--- src/rtl/mips_cpu_pkg.sv ---
// -----------------------------------------------------------------------------
// mips_cpu_pkg
// Shared definitions for the MIPS load/store path:
//   - memory-class opcode constants (OP_LB .. OP_SW)
//   - mem_state_t : state encoding of the load/store bus sequencer
//   - is_load / is_store / is_aligned : opcode classification helpers
// -----------------------------------------------------------------------------
package mips_cpu_pkg;

    localparam logic [5:0] OP_LB  = 6'b100000;
    localparam logic [5:0] OP_LH  = 6'b100001;
    localparam logic [5:0] OP_LWL = 6'b100010;
    localparam logic [5:0] OP_LW  = 6'b100011;
    localparam logic [5:0] OP_LBU = 6'b100100;
    localparam logic [5:0] OP_LHU = 6'b100101;
    localparam logic [5:0] OP_LWR = 6'b100110;
    localparam logic [5:0] OP_SB  = 6'b101000;
    localparam logic [5:0] OP_SH  = 6'b101001;
    localparam logic [5:0] OP_SW  = 6'b101011;

    typedef enum logic [1:0] {
        ST_IDLE = 2'd0,
        ST_BUS  = 2'd1,
        ST_DONE = 2'd2
    } mem_state_t;

    function automatic logic is_load(input logic [5:0] op);
        case (op)
            OP_LB, OP_LH, OP_LWL, OP_LW, OP_LBU, OP_LHU, OP_LWR: is_load = 1'b1;
            default:                                            is_load = 1'b0;
        endcase
    endfunction

    function automatic logic is_store(input logic [5:0] op);
        case (op)
            OP_SB, OP_SH, OP_SW: is_store = 1'b1;
            default:             is_store = 1'b0;
        endcase
    endfunction

    // Byte accesses and the unaligned-word pair (lwl/lwr) accept any offset.
    function automatic logic is_aligned(input logic [5:0] op, input logic [1:0] off);
        case (op)
            OP_LH, OP_LHU, OP_SH: is_aligned = ~off[0];
            OP_LW, OP_SW:         is_aligned = (off == 2'b00);
            default:              is_aligned = 1'b1;
        endcase
    endfunction

endpackage

--- src/rtl/mips_cpu_store_lanes.sv ---
// -----------------------------------------------------------------------------
// mips_cpu_store_lanes
// Combinational byte-lane generator for a single word-wide bus access.
//   opcode     in  6  : memory opcode
//   offset     in  2  : alu_addr[1:0]
//   store_data in  32 : rt value
//   byteenable out 4  : active lanes (all four for loads and sw)
//   writedata  out 32 : store value replicated across lanes
// The narrow store value is replicated onto every lane so the byteenable
// alone selects which lane the memory actually writes.
// -----------------------------------------------------------------------------
module mips_cpu_store_lanes
    import mips_cpu_pkg::*;
(
    input  logic [5:0]  opcode,
    input  logic [1:0]  offset,
    input  logic [31:0] store_data,
    output logic [3:0]  byteenable,
    output logic [31:0] writedata
);

    always_comb begin
        byteenable = 4'b1111;
        writedata  = store_data;
        case (opcode)
            OP_SB: begin
                byteenable = 4'b0001 << offset;
                writedata  = {4{store_data[7:0]}};
            end
            OP_SH: begin
                byteenable = offset[1] ? 4'b1100 : 4'b0011;
                writedata  = {2{store_data[15:0]}};
            end
            default: begin
                byteenable = 4'b1111;
                writedata  = store_data;
            end
        endcase
    end

endmodule

--- src/rtl/mips_cpu_mem_access.sv ---
// -----------------------------------------------------------------------------
// mips_cpu_mem_access
// Load/store bus sequencer between execute and the register-file write port.
// Turns one memory instruction into a single Avalon-style word access and
// stalls the core until it completes. Load data is returned raw; the register
// file extracts lanes and extends using load_vaddr.
//
// Parameter RESET_ADDR_HOLD : 1 -> address returns to 0 when the bus is idle.
//
// Ports
//   clk, reset         : clock, synchronous active-high reset
//   req_valid, opcode, alu_addr, store_data : request from execute
//   stall              : freeze PC/pipeline (combinational in IDLE, 1 in BUS)
//   done               : one-cycle pulse in DONE
//   load_data          : raw read word, load_vaddr : byte offset of access
//   addr_error         : one-cycle pulse after a misaligned request
//   address, read, write, byteenable, writedata : bus request (registered)
//   readdata, waitrequest                       : bus response
//   dbg_state          : current sequencer state
//
// Handshake: a request is accepted on the rising edge where the block is IDLE,
// req_valid=1 and the opcode is an aligned memory op. The bus request is held
// unchanged while waitrequest=1; the transfer completes on the first rising
// edge in BUS where waitrequest=0.
// -----------------------------------------------------------------------------
module mips_cpu_mem_access
    import mips_cpu_pkg::*;
#(
    parameter bit RESET_ADDR_HOLD = 1'b0
) (
    input  logic        clk,
    input  logic        reset,
    input  logic        req_valid,
    input  logic [5:0]  opcode,
    input  logic [31:0] alu_addr,
    input  logic [31:0] store_data,
    output logic        stall,
    output logic        done,
    output logic [31:0] load_data,
    output logic [1:0]  load_vaddr,
    output logic        addr_error,
    output logic [31:0] address,
    output logic        read,
    output logic        write,
    output logic [3:0]  byteenable,
    output logic [31:0] writedata,
    input  logic [31:0] readdata,
    input  logic        waitrequest,
    output mem_state_t  dbg_state
);

    mem_state_t  r_state;
    logic        r_read;
    logic        r_write;
    logic [31:0] r_address;
    logic [3:0]  r_byteenable;
    logic [31:0] r_writedata;
    logic [1:0]  r_offset;
    logic [31:0] r_load_data;
    logic [1:0]  r_load_vaddr;
    logic        r_done;
    logic        r_addr_error;

    logic        w_is_load;
    logic        w_is_mem;
    logic        w_aligned;
    logic        w_accept;
    logic        w_misaligned;
    logic [3:0]  w_byteenable;
    logic [31:0] w_writedata;

    mips_cpu_store_lanes u_lanes (
        .opcode     (opcode),
        .offset     (alu_addr[1:0]),
        .store_data (store_data),
        .byteenable (w_byteenable),
        .writedata  (w_writedata)
    );

    assign w_is_load    = is_load(opcode);
    assign w_is_mem     = w_is_load | is_store(opcode);
    assign w_aligned    = is_aligned(opcode, alu_addr[1:0]);
    assign w_accept     = (r_state == ST_IDLE) & req_valid & w_is_mem & w_aligned;
    assign w_misaligned = (r_state == ST_IDLE) & req_valid & w_is_mem & ~w_aligned;

    always_ff @(posedge clk) begin
        if (reset) begin
            r_state      <= ST_IDLE;
            r_read       <= 1'b0;
            r_write      <= 1'b0;
            r_address    <= 32'd0;
            r_byteenable <= 4'd0;
            r_writedata  <= 32'd0;
            r_offset     <= 2'd0;
            r_load_data  <= 32'd0;
            r_load_vaddr <= 2'd0;
            r_done       <= 1'b0;
            r_addr_error <= 1'b0;
        end else begin
            r_done       <= 1'b0;
            r_addr_error <= 1'b0;
            case (r_state)
                ST_IDLE: begin
                    if (w_accept) begin
                        r_state      <= ST_BUS;
                        r_address    <= {alu_addr[31:2], 2'b00};
                        r_read       <= w_is_load;
                        r_write      <= ~w_is_load;
                        r_byteenable <= w_byteenable;
                        r_writedata  <= w_writedata;
                        r_offset     <= alu_addr[1:0];
                    end else if (w_misaligned) begin
                        r_addr_error <= 1'b1;
                    end
                end
                ST_BUS: begin
                    if (!waitrequest) begin
                        r_state      <= ST_DONE;
                        r_done       <= 1'b1;
                        r_read       <= 1'b0;
                        r_write      <= 1'b0;
                        r_byteenable <= 4'd0;
                        r_load_vaddr <= r_offset;
                        if (r_read) begin
                            r_load_data <= readdata;
                        end
                        if (RESET_ADDR_HOLD) begin
                            r_address <= 32'd0;
                        end
                    end
                end
                ST_DONE: begin
                    // Any request presented here is the same instruction the
                    // pipeline is about to advance past; it is not accepted.
                    r_state <= ST_IDLE;
                end
                default: begin
                    r_state <= ST_IDLE;
                end
            endcase
        end
    end

    // stall must rise in the request cycle itself, so it cannot be registered.
    assign stall      = w_accept | (r_state == ST_BUS);
    assign done       = r_done;
    assign addr_error = r_addr_error;
    assign load_data  = r_load_data;
    assign load_vaddr = r_load_vaddr;
    assign address    = r_address;
    assign read       = r_read;
    assign write      = r_write;
    assign byteenable = r_byteenable;
    assign writedata  = r_writedata;
    assign dbg_state  = r_state;

endmodule

--- config.mk ---
export PLATFORM = sky130hd
export DESIGN_NAME = mips_cpu_mem_access
export DESIGN_NICKNAME = d
export VERILOG_FILES = /design/src/rtl/mips_cpu_pkg.sv /design/src/rtl/mips_cpu_store_lanes.sv /design/src/rtl/mips_cpu_mem_access.sv
export SDC_FILE = /design/constraint.sdc
export NUM_CORES = 1
export LEC_CHECK = 0
export CAP_MARGIN = 10
export CORE_MARGIN = 1
export CORE_UTILIZATION = 42
export CTS_CLUSTER_DIAMETER = 60
export DETAILED_ROUTE_END_ITERATION = 10
export GPL_ROUTABILITY_DRIVEN = 0
export HOLD_SLACK_MARGIN = 0.03
export PLACE_DENSITY = 0.83
export SLEW_MARGIN = 30
export SYNTH_ARGS = -nofsm -noshare
export SYNTH_HDL_FRONTEND = slang
export SYNTH_HIERARCHICAL = 1
export SYNTH_SLANG_ARGS = --single-unit
--- constraint.sdc ---
create_clock -name clk -period 2.1 [get_ports clk]
set_input_delay 0.42 -clock clk [delete_from_list [all_inputs] [get_ports clk]]
set_output_delay 0.42 -clock clk [all_outputs]
set_load 0.1 [all_outputs]
Word-level counts from Yosys, hierarchy flattened
Cells that the tools add are included.
{ "totals": {"input_bits": 106, "output_inout_bits": 109, "ff_bits": 108} }
{ "classes": {"n_reduce_logical": 14, "eq_ne": 13, "mux": 19, "n_bitwise": 12, "shift": 1} }
{ "ops": {"columns": ["cell", "count"], "rows": [
  ["case mux 32 bit (2 select lines)", 1],
  ["equality test 6 bit, second input constant", 10],
  ["case mux 4 bit (2 select lines)", 2],
  ["two-way mux 4 bit", 3],
  ["OR reduction 3 bit", 3],
  ["two-way mux 1 bit", 7],
  ["OR reduction 7 bit", 1],
  ["NOT 1 bit", 6],
  ["case mux 1 bit (2 select lines)", 3],
  ["AND reduction 2 bit", 3],
  ["AND reduction 3 bit", 2],
  ["bitwise AND 1 bit", 4],
  ["logical NOT 2 bit", 2],
  ["two-way mux 2 bit", 2],
  ["inequality test 2 bit, second input constant", 2],
  ["case mux 2 bit (2 select lines)", 1],
  ["OR reduction 2 bit", 2],
  ["left shift 1 x 2 -> 4 bit, first input constant", 1],
  ["equality test 2 x 1 -> 1 bit, second input constant", 1],
  ["bitwise OR 1 bit", 2],
  ["nonzero test 2 bit", 1]
]} }

Longest topological paths before layout
{ "logic_depth": {"word_depth": 8, "depth_mapped": 7, "ltp_nobuf": 5} }

By module
Netlist, hierarchy kept.
{ "modules_own_cells": {"columns": ["module", "cells_each", "area_per_inst_um2", "n_inst"], "rows": [
  ["mips_cpu_mem_access", 493, 4101.4, 1],
  ["mips_cpu_store_lanes", 54, 608.1, 1]
]} }

Least setup slack after synthesis
No wires, ideal clock.
{ "synth_path": {"path_type": "register to output", "startpoint": "register r_state[0] (netlist: dbg_state[0])", "endpoint": "output stall", "stages_incl_launch_ff": 6, "slack_ns": -0.596, "arrival_ns": 2.276, "path_cell_list": "dfxtp_1 -> and4bb_2 -> o211a_2 -> buf_4 -> buf_4 -> a21o_1"} }
{ "synth_between": {"elab_chain_cells": 5} }
{ "synth_lines": {"columns": ["element", "line", "text"], "rows": [
  ["start, declared", "mips_cpu_mem_access.sv:52", "mem_state_t r_state;"],
  ["start signal, assigned", "mips_cpu_mem_access.sv:88", "r_state <= ST_IDLE;"],
  ["start signal, assigned", "mips_cpu_mem_access.sv:105", "r_state <= ST_BUS;"],
  ["start signal, assigned", "mips_cpu_mem_access.sv:118", "r_state <= ST_DONE;"],
  ["logical NOT 2 bit", "mips_cpu_mem_access.sv:83", "assign w_accept = (r_state == ST_IDLE) & req_valid & w_is_mem & w_aligned;"],
  ["bitwise AND 1 bit (3 in a row)", "mips_cpu_mem_access.sv:83", null],
  ["bitwise OR 1 bit *", "mips_cpu_mem_access.sv:145", "assign stall = w_accept | (r_state == ST_BUS);"],
  ["end, declared", "mips_cpu_mem_access.sv:37", "output logic stall,"]
]} }
Mark *: on every way between the ends. The rest lies on a longest branch, timed or not.

Worst setup path after layout
{ "layout_path": {"startpoint": "input opcode[1]", "endpoint": "output stall"} }
{ "layout_between": {"elab_chain_cells": 7} }
{ "layout_lines": {"columns": ["element", "line", "text"], "rows": [
  ["start, declared", "mips_cpu_mem_access.sv:34", "input logic [5:0] opcode,"],
  ["equality test 6 bit (on tied branches)", "mips_cpu_pkg.sv:28, mips_cpu_pkg.sv:43, mips_cpu_pkg.sv:35", null],
  ["OR reduction 7 bit or OR reduction 3 bit (tied branches)", "mips_cpu_pkg.sv:28, mips_cpu_pkg.sv:35", null],
  ["two-way mux 1 bit (on tied branches)", "mips_cpu_pkg.sv:28, mips_cpu_pkg.sv:35", null],
  ["bitwise OR 1 bit", "mips_cpu_mem_access.sv:81", "assign w_is_mem = w_is_load | is_store(opcode);"],
  ["bitwise AND 1 bit", "mips_cpu_mem_access.sv:83", null],
  ["bitwise AND 1 bit *", "mips_cpu_mem_access.sv:83", null],
  ["bitwise OR 1 bit *", "mips_cpu_mem_access.sv:145", null]
]} }
Marked as above.

==> impl_metrics.py <==
metrics = {
    "critical_path": {
        "crit_arrival_ns": 1.64,
        "worstSetupPathType": "input port to output pin",
        "critPathTopFamily": "compound AO/OA/AOI/OAI gates",
        "crit_end": "stall",
        "worstPathMaxFanout": 3,
        "r2r-end": "write",
        "cp_cell_sequence": "clkdlybuf4s15_1 -> o21a_1 -> or3_4 -> a21o_4 -> buf_12",
        "crit_start": "opcode[1]",
        "worst-path-buf-inv": 2,
        "cp.depth": 5,
        "critPathLaunchType": "input port",
        "cp-end-kind": "output pin",
        "r2r_cells": 5,
        "timing.rr.start": "dbg_state[0]",
        "setup.reg_to_reg.worst_slack_ns": 0.51,
        "critPathSlowestCell": "or3_4",
        "cpPeakStageDelay_ns": 0.38,
        "cp.required_ns": 1.68,
    },
    "global_routing": {
        "antenna_found_initial": 1,
        "grt_pass1_wl_um": 22200,
        "grt_pass1_vias": 4547,
        "grt_max_degree": 64,
        "grt_overflow": 0,
        "track_usage_pct": 24.6,
    },
    "clock_network": {
        "h-tree-depth": 3,
        "clockRootBuffer": "clkbuf_8",
        "insertion_delay_ns": 0.37,
        "cts.clk_slew.worst_paths_ns": 0.11,
        "cts_tree": "built",
        "holdBufCountCts": 0,
        "clockBufferDepth": 2,
        "clkSinkCount": 108,
        "cts-buffers-inserted": 9,
    },
    "final_layout": {
        "syn2layout_area_growth_pct": 50.4,
        "final_layout_size_suffix_gt1_share_pct": 28.1,
        "final_cell_mix": "buf_4, dfxtp_1, a21oi_1",
        "fin_nets": 856,
        "instances_no_fill": 896,
        "final_common_cell": "buf_4",
        "seq_area_mm2": 0.00217,
        "num-fill-cells": 892,
        "multi_input_area_mm2": 0.00221,
        "final_util_pct": 65.1,
    },
    "route": {
        "post_drt_via_cell_ratio": 5.30,
        "first_pass_iters": 4,
        "wire_per_inst_um": 16.1,
        "drtIter0Drc": 402,
        "routed_wl_um": 14400,
        "dr_total_vias": 4748,
        "drc_errors": 0,
        "final_antenna_net_count": 0,
    },
    "sta": {
        "holdWs_ns": 0.462,
        "setup_viol": 0,
        "max_freq_ghz": 0.484,
        "timing.final.hold_violations": 0,
        "tightestPinTransition_ns": 0.638,
        "fin_crit_sh_pct": 98.3,
        "slew_headroom_pct": 57.4,
        "clock_skew_ns": 0.0105,
        "grt_setup_unrepaired": "false",
        "drv_slew": 0,
        "finalSetupTns_ns": 0,
        "period_needed_ns": 2.06,
    },
    "job": {
        "cap_viol_max_count": 0,
    },
    "run_status": {
        "outcome": "finished clean",
    },
    "logic_synthesis": {
        "synth_xor_area_share_pct": 0,
        "synth_area_leaders": "dfxtp_1, a21oi_1, nand3_1",
        "synth_top_flop_cell": "dfxtp_1",
        "syn_area_mm2": 0.00471,
        "synth_edf_count": 0,
        "synth-simple-area-share_pct": 16.7,
        "synth_top_area_share_pct": 45.9,
        "synth_top_area_cell": "dfxtp_1",
        "yosys_warnings": 6,
        "synth_fa_ha_area_share_pct": 0,
        "synth_cell_types": 41,
        "avgSynthCellArea_um2": 8.61,
        "postSynthCellCount": 547,
        "synth_top_family_by_area": "compound AO/OA/AOI/OAI gates",
        "synth_compound_area_share_pct": 19.9,
        "synth.ff_latch_count": 108,
        "synth-seq-area-share_pct": 45.9,
        "synthArstFlopShare_pct": 0,
        "synthMuxAreaShare_pct": 9.56,
    },
    "place": {
        "numPortBuffers": 212,
        "dp.cells": 876,
        "hpwl_um": 10600,
    },
    "pwr": {
        "switching_share_pct": 29.1,
        "peakVddDrop_v": 0.000402,
        "p_comb_share_pct": 19.2,
        "seqPwrFrac_pct": 47.7,
        "intPower_uw": 3130,
        "power.density_mw_per_mm2": 623,
        "power.clock.fraction_pct": 33.1,
        "total_power_uw": 4410,
        "power_leakage_uw": 0.00279,
        "switching_power_uw": 1280,
    },
    "floorplanning": {
        "die_w_um": 108,
        "dieArea_mm2": 0.0116,
        "io_pins": 215,
        "rows": 38,
        "start_util_pct": 43.3,
        "die_h_um": 108,
        "core_mm2": 0.0109,
    },
    "min_path": {
        "hp-class": "register to register",
    },
}
[power by group through the flow]
stage	Sequential (µW)	Clock [µW]	Combinational (µW)
6_report	2100	1460	849
5_1_grt	2110	1570	886
4_1_cts	2100	1480	845
3_5_place_dp	2150	0	842
3_3_place_gp	2150	0	832
2_1_floorplan	2400	0	236
[state kept, by name, summed over array words and instances, names as in the netlist]
signal      count
addr_error      1
load_vaddr      2
write           1
byteenable      4
r_offset        2
dbg_state       2
read            1
load_data      32
writedata      32
done            1
address        30
[synthesized netlist by cell type, drive strengths merged, types with 2 or more instances]
cell type,count
nor2b,5
mux2,32
nand2,67
nor3,2
o21ai,69
dfxtp,108
clkbuf,30
inv,6
nand2b,5
a21oi,99
mux2i,3
nor2,4
o32ai,5
buf,31
nand3,66
[worst min path at each step]
stage,start,to,slack [ns],cells past startpoint
after floorplan,r_offset[0],r_offset[0],0.45,2
after global placement,load_data[25],load_data[25],0.44,2
after detailed placement,load_data[4],load_data[4],0.45,2
after CTS,load_data[16],load_data[16],0.46,2
after global routing,load_data[14],load_data[14],0.49,2
final,load_data[4],load_data[4],0.46,2
[cell type report]
class,instances,share of cell area (%)
timing repair buffer,252,32.1
multi-input combinational,373,31.3
sequential,108,30.6
tap,140,2.47
clock buffer,9,1.75
clock inverter,7,1.48
inverter,6,0.318
antenna,1,0.0353
[per-layer routing]
layer  GRT usage, %  vias to the layer above  wire, µm  share of wire [%]
li1               -                     2300         -                  -
met2           42.7                      203      7110                 49
met1           29.0                     2229      5910                 41
met3           6.42                       16      1210                8.4
met5              0                        -         0                  0
met4           9.00                        0       211                1.5
[timing repair]
item,4_1_cts,5_1_grt
endpoints found under the setup margin,1,1
hold endpoints to repair,0,0
setup buffers,3,0
gates cloned,0,0
pin swaps,2,1
gates resized for setup,11,2
[cell families after synthesis]
group	count (synthesis)
compound gates	179
buf+inv	67
other cells	1
simple gates	157
mux	35
flops	108
[per-stage QoR]
stage          setup slack, ns  cell area, µm²
3_3_place_gp            -0.348            6830
6_report                0.0359            7080
5_1_grt                0.00352            7080
4_1_cts                 0.0344            7080
3_5_place_dp            -0.395            6830
2_1_floorplan           0.0410            4730
[tightest hold or removal path: stages (launching register included)]
cell and delay, ns:
dfxtp_1 0.32, nand2_1 0.05, a21oi_1 0.05
Power figures use the tool's default switching activity.
